### src/rtl/wb_arbiter_2m.sv
// ============================================================================
// wb_arbiter_2m : two-master / one-slave Wishbone arbiter, round-robin
// re-arbitration at every completed transfer. Optional bus timeout: WB_ARB_TIMEOUT_EN
// Rev 1.0
// ============================================================================
`default_nettype none

module wb_arbiter_2m #(
  parameter bit          M1_PRIO   = 1'b0,
  parameter int unsigned TO_CYCLES = 15
) (
  input  logic        clk_i,
  input  logic        res_ni,
  input  logic [14:0] m0_adr_i,
  input  logic        m0_we_i,
  input  logic        m0_cyc_i,
  input  logic        m0_stb_i,
  input  logic [1:0]  m0_sel_i,
  input  logic        m0_vda_i,
  input  logic        m0_vpa_i,
  input  logic [15:0] m0_dat_i,
  output logic        m0_ack_o,
  output logic [15:0] m0_dat_o,
  input  logic [14:0] m1_adr_i,
  input  logic        m1_we_i,
  input  logic        m1_cyc_i,
  input  logic        m1_stb_i,
  input  logic [1:0]  m1_sel_i,
  input  logic [15:0] m1_dat_i,
  output logic        m1_ack_o,
  output logic [15:0] m1_dat_o,
  output logic [14:0] s_adr_o,
  output logic        s_we_o,
  output logic        s_cyc_o,
  output logic        s_stb_o,
  output logic [1:0]  s_sel_o,
  output logic        s_vda_o,
  output logic        s_vpa_o,
  output logic [15:0] s_dat_o,
  input  logic        s_ack_i,
  input  logic [15:0] s_dat_i,
  output logic [1:0]  gnt_o,
  output logic        to_err_o,
  input  logic        to_clr_i
);

  localparam logic [1:0] S_IDLE = 2'd0;
  localparam logic [1:0] S_OWN0 = 2'd1;
  localparam logic [1:0] S_OWN1 = 2'd2;

  logic [1:0] r_state;
  logic [1:0] w_next;
  logic       r_last;
  logic       w_last_nxt;
  logic       w_req0;
  logic       w_req1;
  logic       w_own0;
  logic       w_own1;
  logic       w_to;
  logic       w_done;

  assign w_req0 = m0_cyc_i & m0_stb_i;
  assign w_req1 = m1_cyc_i & m1_stb_i;
  assign w_own0 = (r_state == S_OWN0);
  assign w_own1 = (r_state == S_OWN1);
  assign w_done = (w_own0 | w_own1) & (s_ack_i | w_to);

  // "last" names the master served most recently; a tie goes to the other one.
  function automatic logic [1:0] arb(input logic last, input logic r0, input logic r1);
    logic [1:0] res;
    res = S_IDLE;
    if (r0 && r1)
      res = (M1_PRIO || !last) ? S_OWN1 : S_OWN0;
    else if (r0)
      res = S_OWN0;
    else if (r1)
      res = S_OWN1;
    return res;
  endfunction

  always_ff @(posedge clk_i or negedge res_ni) begin
    if (!res_ni) begin
      r_state <= S_IDLE;
      r_last  <= 1'b1;
    end else begin
      r_state <= w_next;
      r_last  <= w_last_nxt;
    end
  end

  always_comb begin
    w_next     = r_state;
    w_last_nxt = r_last;
    case (r_state)
      S_IDLE: w_next = arb(r_last, w_req0, w_req1);
      S_OWN0: begin
        if (w_done) begin
          w_last_nxt = 1'b0;
          w_next     = arb(1'b0, w_req0, w_req1);
        end else if (!m0_cyc_i) begin
          w_next = arb(r_last, w_req0, w_req1);
        end
      end
      S_OWN1: begin
        if (w_done) begin
          w_last_nxt = 1'b1;
          w_next     = arb(1'b1, w_req0, w_req1);
        end else if (!m1_cyc_i) begin
          w_next = arb(r_last, w_req0, w_req1);
        end
      end
      default: w_next = S_IDLE;
    endcase
  end

  always_comb begin
    s_adr_o = '0;
    s_we_o  = 1'b0;
    s_cyc_o = 1'b0;
    s_stb_o = 1'b0;
    s_sel_o = '0;
    s_vda_o = 1'b0;
    s_vpa_o = 1'b0;
    s_dat_o = '0;
    case (r_state)
      S_OWN0: begin
        s_adr_o = m0_adr_i;
        s_we_o  = m0_we_i;
        s_cyc_o = m0_cyc_i;
        s_stb_o = m0_stb_i;
        s_sel_o = m0_sel_i;
        s_vda_o = m0_vda_i;
        s_vpa_o = m0_vpa_i;
        s_dat_o = m0_dat_i;
      end
      S_OWN1: begin
        s_adr_o = m1_adr_i;
        s_we_o  = m1_we_i;
        s_cyc_o = m1_cyc_i;
        s_stb_o = m1_stb_i;
        s_sel_o = m1_sel_i;
        s_vda_o = 1'b1;
        s_vpa_o = 1'b0;
        s_dat_o = m1_dat_i;
      end
      default: ;
    endcase
  end

  assign m0_ack_o = w_own0 & (s_ack_i | w_to);
  assign m1_ack_o = w_own1 & (s_ack_i | w_to);
  assign m0_dat_o = w_to ? 16'h0000 : s_dat_i;
  assign m1_dat_o = w_to ? 16'h0000 : s_dat_i;
  assign gnt_o    = {w_own1, w_own0};

`ifdef WB_ARB_TIMEOUT_EN
  logic [7:0] r_to_cnt;
  logic       r_to_err;
  logic       w_stall;

  assign w_stall  = (w_own0 | w_own1) & s_stb_o & ~s_ack_i;
  assign w_to     = w_stall & (r_to_cnt == 8'(TO_CYCLES - 1));
  assign to_err_o = r_to_err;

  always_ff @(posedge clk_i or negedge res_ni) begin
    if (!res_ni) begin
      r_to_cnt <= '0;
      r_to_err <= 1'b0;
    end else begin
      if (w_done || (w_next != r_state))
        r_to_cnt <= '0;
      else if (w_stall)
        r_to_cnt <= r_to_cnt + 8'd1;
      // a fresh timeout wins over a simultaneous clear
      if (w_to)
        r_to_err <= 1'b1;
      else if (to_clr_i)
        r_to_err <= 1'b0;
    end
  end
`else
  logic w_unused;
  assign w_to     = 1'b0;
  assign to_err_o = 1'b0;
  assign w_unused = to_clr_i | (TO_CYCLES == 0);
`endif

endmodule

`default_nettype wire

### config.mk
export PLATFORM = sky130hd
export DESIGN_NAME = wb_arbiter_2m
export DESIGN_NICKNAME = d
export VERILOG_FILES = /design/src/rtl/wb_arbiter_2m.sv
export SDC_FILE = /design/constraint.sdc
export NUM_CORES = 1
export LEC_CHECK = 0
export ABC_AREA = 1
export CELL_PAD_IN_SITES_DETAIL_PLACEMENT = 1
export CELL_PAD_IN_SITES_GLOBAL_PLACEMENT = 1
export CORE_ASPECT_RATIO = 0.5
export CORE_MARGIN = 5
export CORE_UTILIZATION = 14
export DETAILED_ROUTE_END_ITERATION = 8
export PLACE_DENSITY = 0.95
export SKIP_LAST_GASP = 1
export SYNTH_ARGS = -nofsm -noshare
export SYNTH_HDL_FRONTEND = slang
export SYNTH_SLANG_ARGS = --single-unit
### constraint.sdc
create_clock -name clk_i -period 4 [get_ports clk_i]
set_clock_uncertainty 0.1 [all_clocks]
set_input_delay 0.8 -clock clk_i [delete_from_list [all_inputs] [get_ports clk_i]]
set_output_delay 0.8 -clock clk_i [all_outputs]
set_load 0.005 [all_outputs]
# Word-level counts from Yosys, hierarchy flattened

Index checks and enable logic that the tools add are counted.

Equal/unequal tests: 6
Multiplexer cells: 22
Bitwise operators: 6
Reductions and logical operators: 5

Operators by type and width:

| cell                                                   | count |
|---|---|
| one-hot mux 16 bit (2 select lines)                    | 1 |
| one-hot mux 15 bit (2 select lines)                    | 1 |
| 2-to-1 mux 2 bit                                       | 10 |
| one-hot mux 1 bit (2 select lines)                     | 5 |
| inequality test 3 x 2 -> 1 bit (second input constant) | 2 |
| one-hot mux 2 bit (3 select lines)                     | 1 |
| bitwise AND 1 bit                                      | 5 |
| inequality test 2 x 1 -> 1 bit (second input constant) | 2 |
| one-hot mux 2 bit (2 select lines)                     | 1 |
| 2-to-1 mux 1 bit                                       | 3 |
| AND reduction 3 bit                                    | 1 |
| == test 2 x 1 -> 1 bit (second input constant)         | 1 |
| == test 2 bit (second input constant)                  | 1 |
| logical NOT 2 bit                                      | 1 |
| AND reduction 2 bit                                    | 1 |
| nonzero test 2 bit                                     | 1 |
| logical AND 1 bit                                      | 1 |
| bitwise OR 1 bit                                       | 1 |

Bits in registers: 3
Input port bits: 94
Output and inout bits: 75

# Longest topological paths before layout

Gate-level depths: netlist (run 1).

Depth after elaboration: 7
Gate-level depth with buffers: 10
Gate-level depth less buffers: 9

# Worst setup path after synthesis (run 1)

OpenSTA, ideal clock, no wires.

Path type: reg2out
From: reg r_state[1]
To: out s_adr_o[0]
Arrival time: 1.171 ns
Data required time: 3.100 ns
Path slack: 1.929 ns
Cell stages (with the launch flop): 8
Cells stage by stage: dfrtp_1 > inv_1 > ha_1 > buf_6 > buf_6 > buf_6 > nand2_1 > a21oi_1

Longest elaborated chain between the ends: 2

RTL lines:

| item                                | line | RTL |
|---|---|---|
| start, declared                     | 51   | `logic [1:0] r_state;` |
| start signal, assigned              | 86   | `r_state <= w_next;` |
| == test 2 x 1 -> 1 bit              | -    |  |
| net w_own0                          | 57   | `logic w_own0;` |
| one-hot mux 15 bit (2 select lines) | 125  | `case (r_state)` |
| end, declared                       | 32   | `output logic [14:0] s_adr_o,` |

The timed path passes the listed nets, and every way through them passes these cells.

# Worst setup path in the final report (run 1)

From: reg r_state[1]
To: out s_dat_o[0]

Longest elaborated chain between the ends: 2

RTL lines:

| item                                                           | line | RTL |
|---|---|---|
| == test 2 bit / == test 2 x 1 -> 1 bit (equally long branches) | 125  |  |
| one-hot mux 16 bit (2 select lines) *                          | 125  |  |
| end, declared                                                  | 39   | `output logic [15:0] s_dat_o,` |

Every way passes the cells marked *; elsewhere a longest branch is shown, timed or not.

==> results of run 1 <==
[per-stage QoR]
| step | setup WS (ns) | util [%] | power (W) | area (µm²) | hold WS, ns |
|---|---|---|---|---|---|
| finish | 0.791 | 27.8 | 0.000695 | 2200 | 0.421 |
| global route | 0.675 | 27.8 | 0.000754 | 2200 | 0.459 |
| CTS | 0.781 | 27.8 | 0.000709 | 2200 | 0.429 |
| detailed placement | 1.02 | 26.8 | 0.000542 | 2120 | 0.424 |
| global placement | 1.03 | 26.8 | 0.000530 | 2120 | 0.409 |
| floorplan | 1.93 | - | 0.000329 | 1120 | 0.390 |
[flip-flops by register name, indices dropped and copies added, names as in the netlist]
register	count
r_state	2
r_last	1
[layout by cell type, fill, tap and decap left out, drive strengths merged]
cell type      count
clkdlybuf4s50    118
nand2             96
a21oi             36
inv               12
nor2               6
o21ai              4
ha                 4
clkbuf             4
buf                3
dfrtp              2
nand3              1
conb               1
dfstp              1
[Yosys cell counts]
library cell / n / share of area (%)
buf_2: 6 / 2.7
inv_1: 11 / 3.7
conb_1: 1 / 0.33
a21oi_1: 36 / 16
nand3_1: 1 / 0.45
dfstp_2: 1 / 2.3
buf_4: 35 / 23
nand2_1: 96 / 32
dfrtp_1: 2 / 4.5
o21ai_0: 4 / 1.8
inv_2: 1 / 0.33
buf_6: 6 / 6.0
ha_1: 4 / 4.5
nor2_1: 6 / 2.0
[critical path, delay by kind of cell (launching register included)]
| family | cells | cell delay [ns] |
|---|---|---|
| buf+inv | 3 | 0.91 |
| fa+ha+maj | 1 | 0.46 |
| flops | 1 | 0.40 |
| compound gates | 1 | 0.23 |
| simple gates | 1 | 0.07 |
[power by group through the flow]
stage	Sequential, W	Clock, W	Combinational [W]
after floorplan	0.0000469	0	0.000282
after global placement	0.0000488	0	0.000481
after detailed placement	0.0000503	0	0.000492
after CTS	0.0000498	0.000164	0.000495
after global routing	0.0000509	0.000167	0.000536
final	0.0000496	0.000161	0.000484
[layer usage]
metal	vias to the layer above	global-route usage, %	routed length [µm]
met5	-	0	0
met4	0	3.35	78
met3	8	1.78	236
met2	42	18.9	3040
met1	691	10.6	2070
li1	767	-	-
[cell families (layout without fill, tap and decap cells)]
group,after synthesis,in the layout,share of synthesized area [%]
other cells,1,1,0.334
simple gates,103,103,34.5
buf+inv,59,137,36.1
fa+ha+maj,4,4,4.45
flops,3,3,6.79
compound gates,40,40,17.8
[cell type report]
type                    instances  area, µm²
fillers                       993       5720
repair buffers                121       1220
multi-input cells             148        642
well taps                     112        140
clock buffers                   4       78.8
flip-flops and latches          3       76.3
inverters                      12       45.0
[worst min path at each step]
stage | start | end | slack [ns] | depth (start not counted)
6_report | r_last | r_last | 0.42 | 2
5_1_grt | r_last | r_last | 0.46 | 2
4_1_cts | r_last | r_last | 0.43 | 2
3_5_place_dp | r_last | r_last | 0.42 | 2
3_3_place_gp | r_last | r_last | 0.41 | 2
2_1_floorplan | r_last | r_last | 0.39 | 2
==> run summary, run 1 <==
Antenna cell count: 0
Synth Cell Area: 1120 µm²
1st-iter DRT viols: 42
Yosys warning count: 0
GP Congestion: 0.729
Int Pwr: 0.000406 W
Worst Setup Path Type: reg -> out
Synth Area per Inst: 5.35 µm²
Sum Neg Setup Slack: 0 ns
Minimum clock period: 3.21 ns
Layout cell share with drive strength beyond 1: 2.78%
CP cell instances: inv_1 > ha_1 > buf_12 > nand2_1 > a21oi_1 > clkdlybuf4s50_1
WL/cell: 13.6 µm
Final #Nets: 387
Final setup fails: 0
Max_slew headroom: 53.7%
Non-filler cells, final: 400
Unrepaired setup endpoints after global routing: no
Initial antenna violation count: 0
Die H: 73.3 µm
Crit. Startpoint: r_state[1]
Cts repair resizes: 0
CP endpoint: s_dat_o[0]
Global-route wire length before repair: 7.74 mm
Sequential area share after synthesis: 6.79%
Routed WL: 5.42 mm
Die width: 137 µm
Slew Viols, Final: 0
P&R area growth vs syn: 95.7%
Worst setup EP type: output port
R2R depth: 8
Residual DRC: 0
Post-synthesis cell count: 210
Standard-cell rows: 23
Max_cap viols: 0
Actual slew at the worst max-slew pin: 0.694 ns
TritonCTS buffer count: 3
Clk buf depth: 2
Max FO, Critical Path: 33
VDD IR max: 0.113 mV
Root Buffer: clkbuf_16
Clk sinks: 3
Switching fraction of total power: 41.7%
CTS Hold Bufs: 0
Final hold vios: 0
Clk pin slew, worst setup/hold paths: 0.03 ns
Part of the power in registers: 7.1%
Crit-path slowest cell: clkdlybuf4s50_1
RR Endpoint: r_state[1]
HPWL after DPL: 4.39 mm
Clk Latency, worst-skew pair: 0.23 ns
CP max stage delay: 0.56 ns
Port Buffers: 118
Reg2reg setup slack: 2.31 ns
Htree depth: 1
Synth unique cells: 14
Antenna-violating nets left: 0
Worst Hold Class: reg -> reg
Drt pass-1 iters: 4
Post-CTS Setup Inserts: 0
Vias in the first global route: 1568
Max Freq: 312 MHz
CORE AREA: 7910 µm²
CTS tree: built
Clock power frac: 23.2%
CP Data Required Time: 3.10 ns
Syn Nets: 308
Dpl cells: 396
Grt ovf: 0
Largest net degree at the start of global routing: 38
GR Util All Layers: 9.68%
Part of the power in combinational logic: 69.7%
DR vias: 1508
Critical Path AT: 2.31 ns
Status: complete, no violations
P_leak: 0.795 nW
FF+latch count, synth: 3
Period Utilization, post-route: 80.2%
IO Count: 169
Avg Vias per Cell: 3.77
Area of the die: 10000 µm²
Startpoint types: flip-flop
Pwr/cell area: 316 nW/µm²
FF-to-FF Start: r_state[1]
Initial Util: 14.2%
Psw: 0.000290 W
Power figures use the tool's default switching activity.
==> inputs of run 2 (changes only) <==
--- a/config.mk
+++ b/config.mk
@@ -10,9 +10,9 @@
 export CELL_PAD_IN_SITES_GLOBAL_PLACEMENT = 1
 export CORE_ASPECT_RATIO = 0.5
 export CORE_MARGIN = 5
-export CORE_UTILIZATION = 14
+export CORE_UTILIZATION = 13
 export DETAILED_ROUTE_END_ITERATION = 8
-export PLACE_DENSITY = 0.95
+export PLACE_DENSITY = 0.91
 export SKIP_LAST_GASP = 1
 export SYNTH_ARGS = -nofsm -noshare
 export SYNTH_HDL_FRONTEND = slang
==> constraint.sdc (replaced) <==
create_clock -name clk_i -period 3.34 [get_ports clk_i]
set_clock_uncertainty 0.1 [all_clocks]
set_input_delay 0.668 -clock clk_i [delete_from_list [all_inputs] [get_ports clk_i]]
set_output_delay 0.668 -clock clk_i [all_outputs]
set_load 0.005 [all_outputs]
==> run 2 against run 1 <==
Setup slack got worse by 0.39 ns. Total power increased by 20%. Sequential power up 19%. Die area rose by 6.9%. Critical path depth is the same. Non-clock buffer count grew 4. First-iteration DRC count shrank 9.5%. Clock power rose by 16%. Critical endpoint is now s_dat_o[8].
==> run summary, run 2 (synthesized netlist as in run 1, its figures left out) <==
Period Utilization, post-route: 87.9%
Slew Viols, Final: 0 (unchanged)
Clk buf depth: 2 (unchanged)
Avg Vias per Cell: 3.79 (+0.46%)
Drt pass-1 iters: 4 (unchanged)
GP Congestion: 0.718 (-1.5%)
Cts repair resizes: 0 (unchanged)
Worst Setup Path Type: reg -> out
Pre-CTS WS: 0.581 ns (-0.440 ns)
Global-route wire length before repair: 7.80 mm (+0.72%)
DR vias: 1549 (+2.7%)
Die width: 141 µm (+3.5%)
Die H: 75.7 µm (+3.3%)
Max FO, Critical Path: 20 (-39%)
GR Util All Layers: 8.97% (-0.71 points)
Util after Layout: 26.0% (-1.8 points)
Pwr/cell area: 377 nW/µm² (+19%)
CP Data Required Time: 2.57 ns (-0.53 ns)
Clock power frac: 22.3% (-0.9 points)
Worst Hold Class: reg -> reg
Max_cap viols: 0 (unchanged)
Worst setup margin: 0.405 ns (-0.386 ns)
Final #Nets: 391 (+1.0%)
VDD IR max: 0.130 mV (+15%)
P&R area growth vs syn: 97.8%
1st-iter DRT viols: 38 (-9.5%)
Most frequent cells in the layout: clkdlybuf4s50_1 (118), nand2_1 (96), a21oi_1 (36)
Root Buffer: clkbuf_16
Int Pwr: 0.000499 W (+23%)
Psw: 0.000338 W (+16%)
Residual DRC: 0 (unchanged)
CTS Hold Bufs: 0 (unchanged)
Routed WL: 5.31 mm (-2.1%)
Sum Neg Setup Slack: 0 ns (unchanged)
Initial antenna violation count: 0 (unchanged)
Dpl cells: 405 (+2.3%)
TritonCTS buffer count: 3 (unchanged)
Status: complete, no violations
Register bank with the most flops: r_state
Layout cell share with drive strength beyond 1: 4.11% (+1.3 points)
Clk sinks: 3 (unchanged)
Final setup fails: 0 (unchanged)
WL/cell: 13.0 µm (-4.3%)
Grt ovf: 0 (unchanged)
Crit-path slowest cell: clkdlybuf4s50_1
CORE AREA: 8560 µm² (+8.1%)
Worst setup EP type: output port
HPWL after DPL: 4.54 mm (+3.5%)
Critical Path AT: 2.17 ns (-0.14 ns)
Largest net degree at the start of global routing: 25 (-34%)
Antenna-violating nets left: 0 (unchanged)
Clk Latency, worst-skew pair: 0.22 ns (about the same)
Htree depth: 1 (unchanged)
Area of the die: 10700 µm² (+6.9%)
CP Buf/Inv Count: 3 (unchanged)
Post-CTS Setup Inserts: 0 (unchanged)
Max FFs per register: 2 (unchanged)
Vias in the first global route: 1566 (-0.13%)
P_leak: 0.812 nW (+2.1%)
Top cell family by delay on the critical path: buffers and inverters
CP cell instances: inv_1 > ha_1 > buf_4 > nand2_1 > a21oi_1 > clkdlybuf4s50_1
Startpoint types: flip-flop
Most common cell after layout, fill and taps aside: clkdlybuf4s50_1
Standard-cell rows: 24 (+4.3%)
Final hold vios: 0 (unchanged)
Largest registers: r_state: 2 flops, r_last: 1 flops
Part of the power in combinational logic: 70.7% (+1.0 points)
Minimum clock period: 2.94 ns
Non-filler cells, final: 409 (+2.3%)
Initial Util: 13.1% (-1.1 points)
Max Freq: 341 MHz
Fin Hold WS: 0.429 ns (+0.00756 ns)
Clk pin slew, worst setup/hold paths: 0.03 ns (about the same)
Port Buffers: 118 (unchanged)
Antenna cell count: 0 (unchanged)
CTS tree: built
IO Count: 169 (unchanged)
Part of the power in registers: 7.0% (about the same)
Switching fraction of total power: 40.4% (-1.3 points)
CP max stage delay: 0.54 ns (-0.02 ns)
Unrepaired setup endpoints after global routing: no
==> run 2: layout make-up <==
type                            instances  area [µm²]
Tap cell                              117         146
Fill cell                            1076        6340
Clock buffer                            4        78.8
Timing Repair Buffer                  125        1230
Multi-Input combinational cell        148         642
Inverter                               12        45.0
Sequential cell                         3        76.3
==> run 2: stage by stage <==
stage                     instance area [µm²]  power, W
after global routing                     2220  0.000919
after detailed placement                 2140  0.000665
final                                    2220  0.000837
after floorplan                          1120  0.000394
after CTS                                2220  0.000856
after global placement                   2140  0.000652
==> run 2: path summary, 6_finish.rpt <==
kind	depth (start not counted)	slack [ns]	startpoint	end
worst max-delay path	6	0.40	r_state[0]	s_dat_o[8]
worst min-delay path	2	0.43	r_last	r_last
worst max register to register	10	1.59	r_state[0]	r_state[1]
worst min register to register	2	0.43	r_last	r_last
max in group asynchronous	1	2.38	res_ni	r_last
min in group asynchronous	1	0.54	res_ni	r_state[0]
==> run 2: power groups by stage <==
stage          Clock, W  Combinational [W]  Sequential (W)
2_1_floorplan         0           0.000338       0.0000562
3_3_place_gp          0           0.000593       0.0000585
3_5_place_dp          0           0.000606       0.0000594
4_1_cts        0.000189           0.000608       0.0000590
5_1_grt        0.000194           0.000665       0.0000600
6_report       0.000187           0.000591       0.0000589
==> run 2: per-layer routing <==
| metal | part of all wire (%) | GRT usage, % |
|---|---|---|
| met2 | 57 | 17.0 |
| met1 | 37 | 10.5 |
| met4 | 1.0 | 3.09 |
| met3 | 5.1 | 1.44 |
| met5 | 0 | 0 |
==> run 2: worst reg2reg max path, cell delays in order, from the launching register on <==
cell and delay [ns]:
dfrtp_1 0.40, inv_1 0.10, ha_1 0.35, buf_4 0.23, nand2_1 0.06, nand2_1 0.08, nand2_1 0.07, nand2_1 0.08
nor2_1 0.04, nand2_1 0.07, nand2_1 0.05
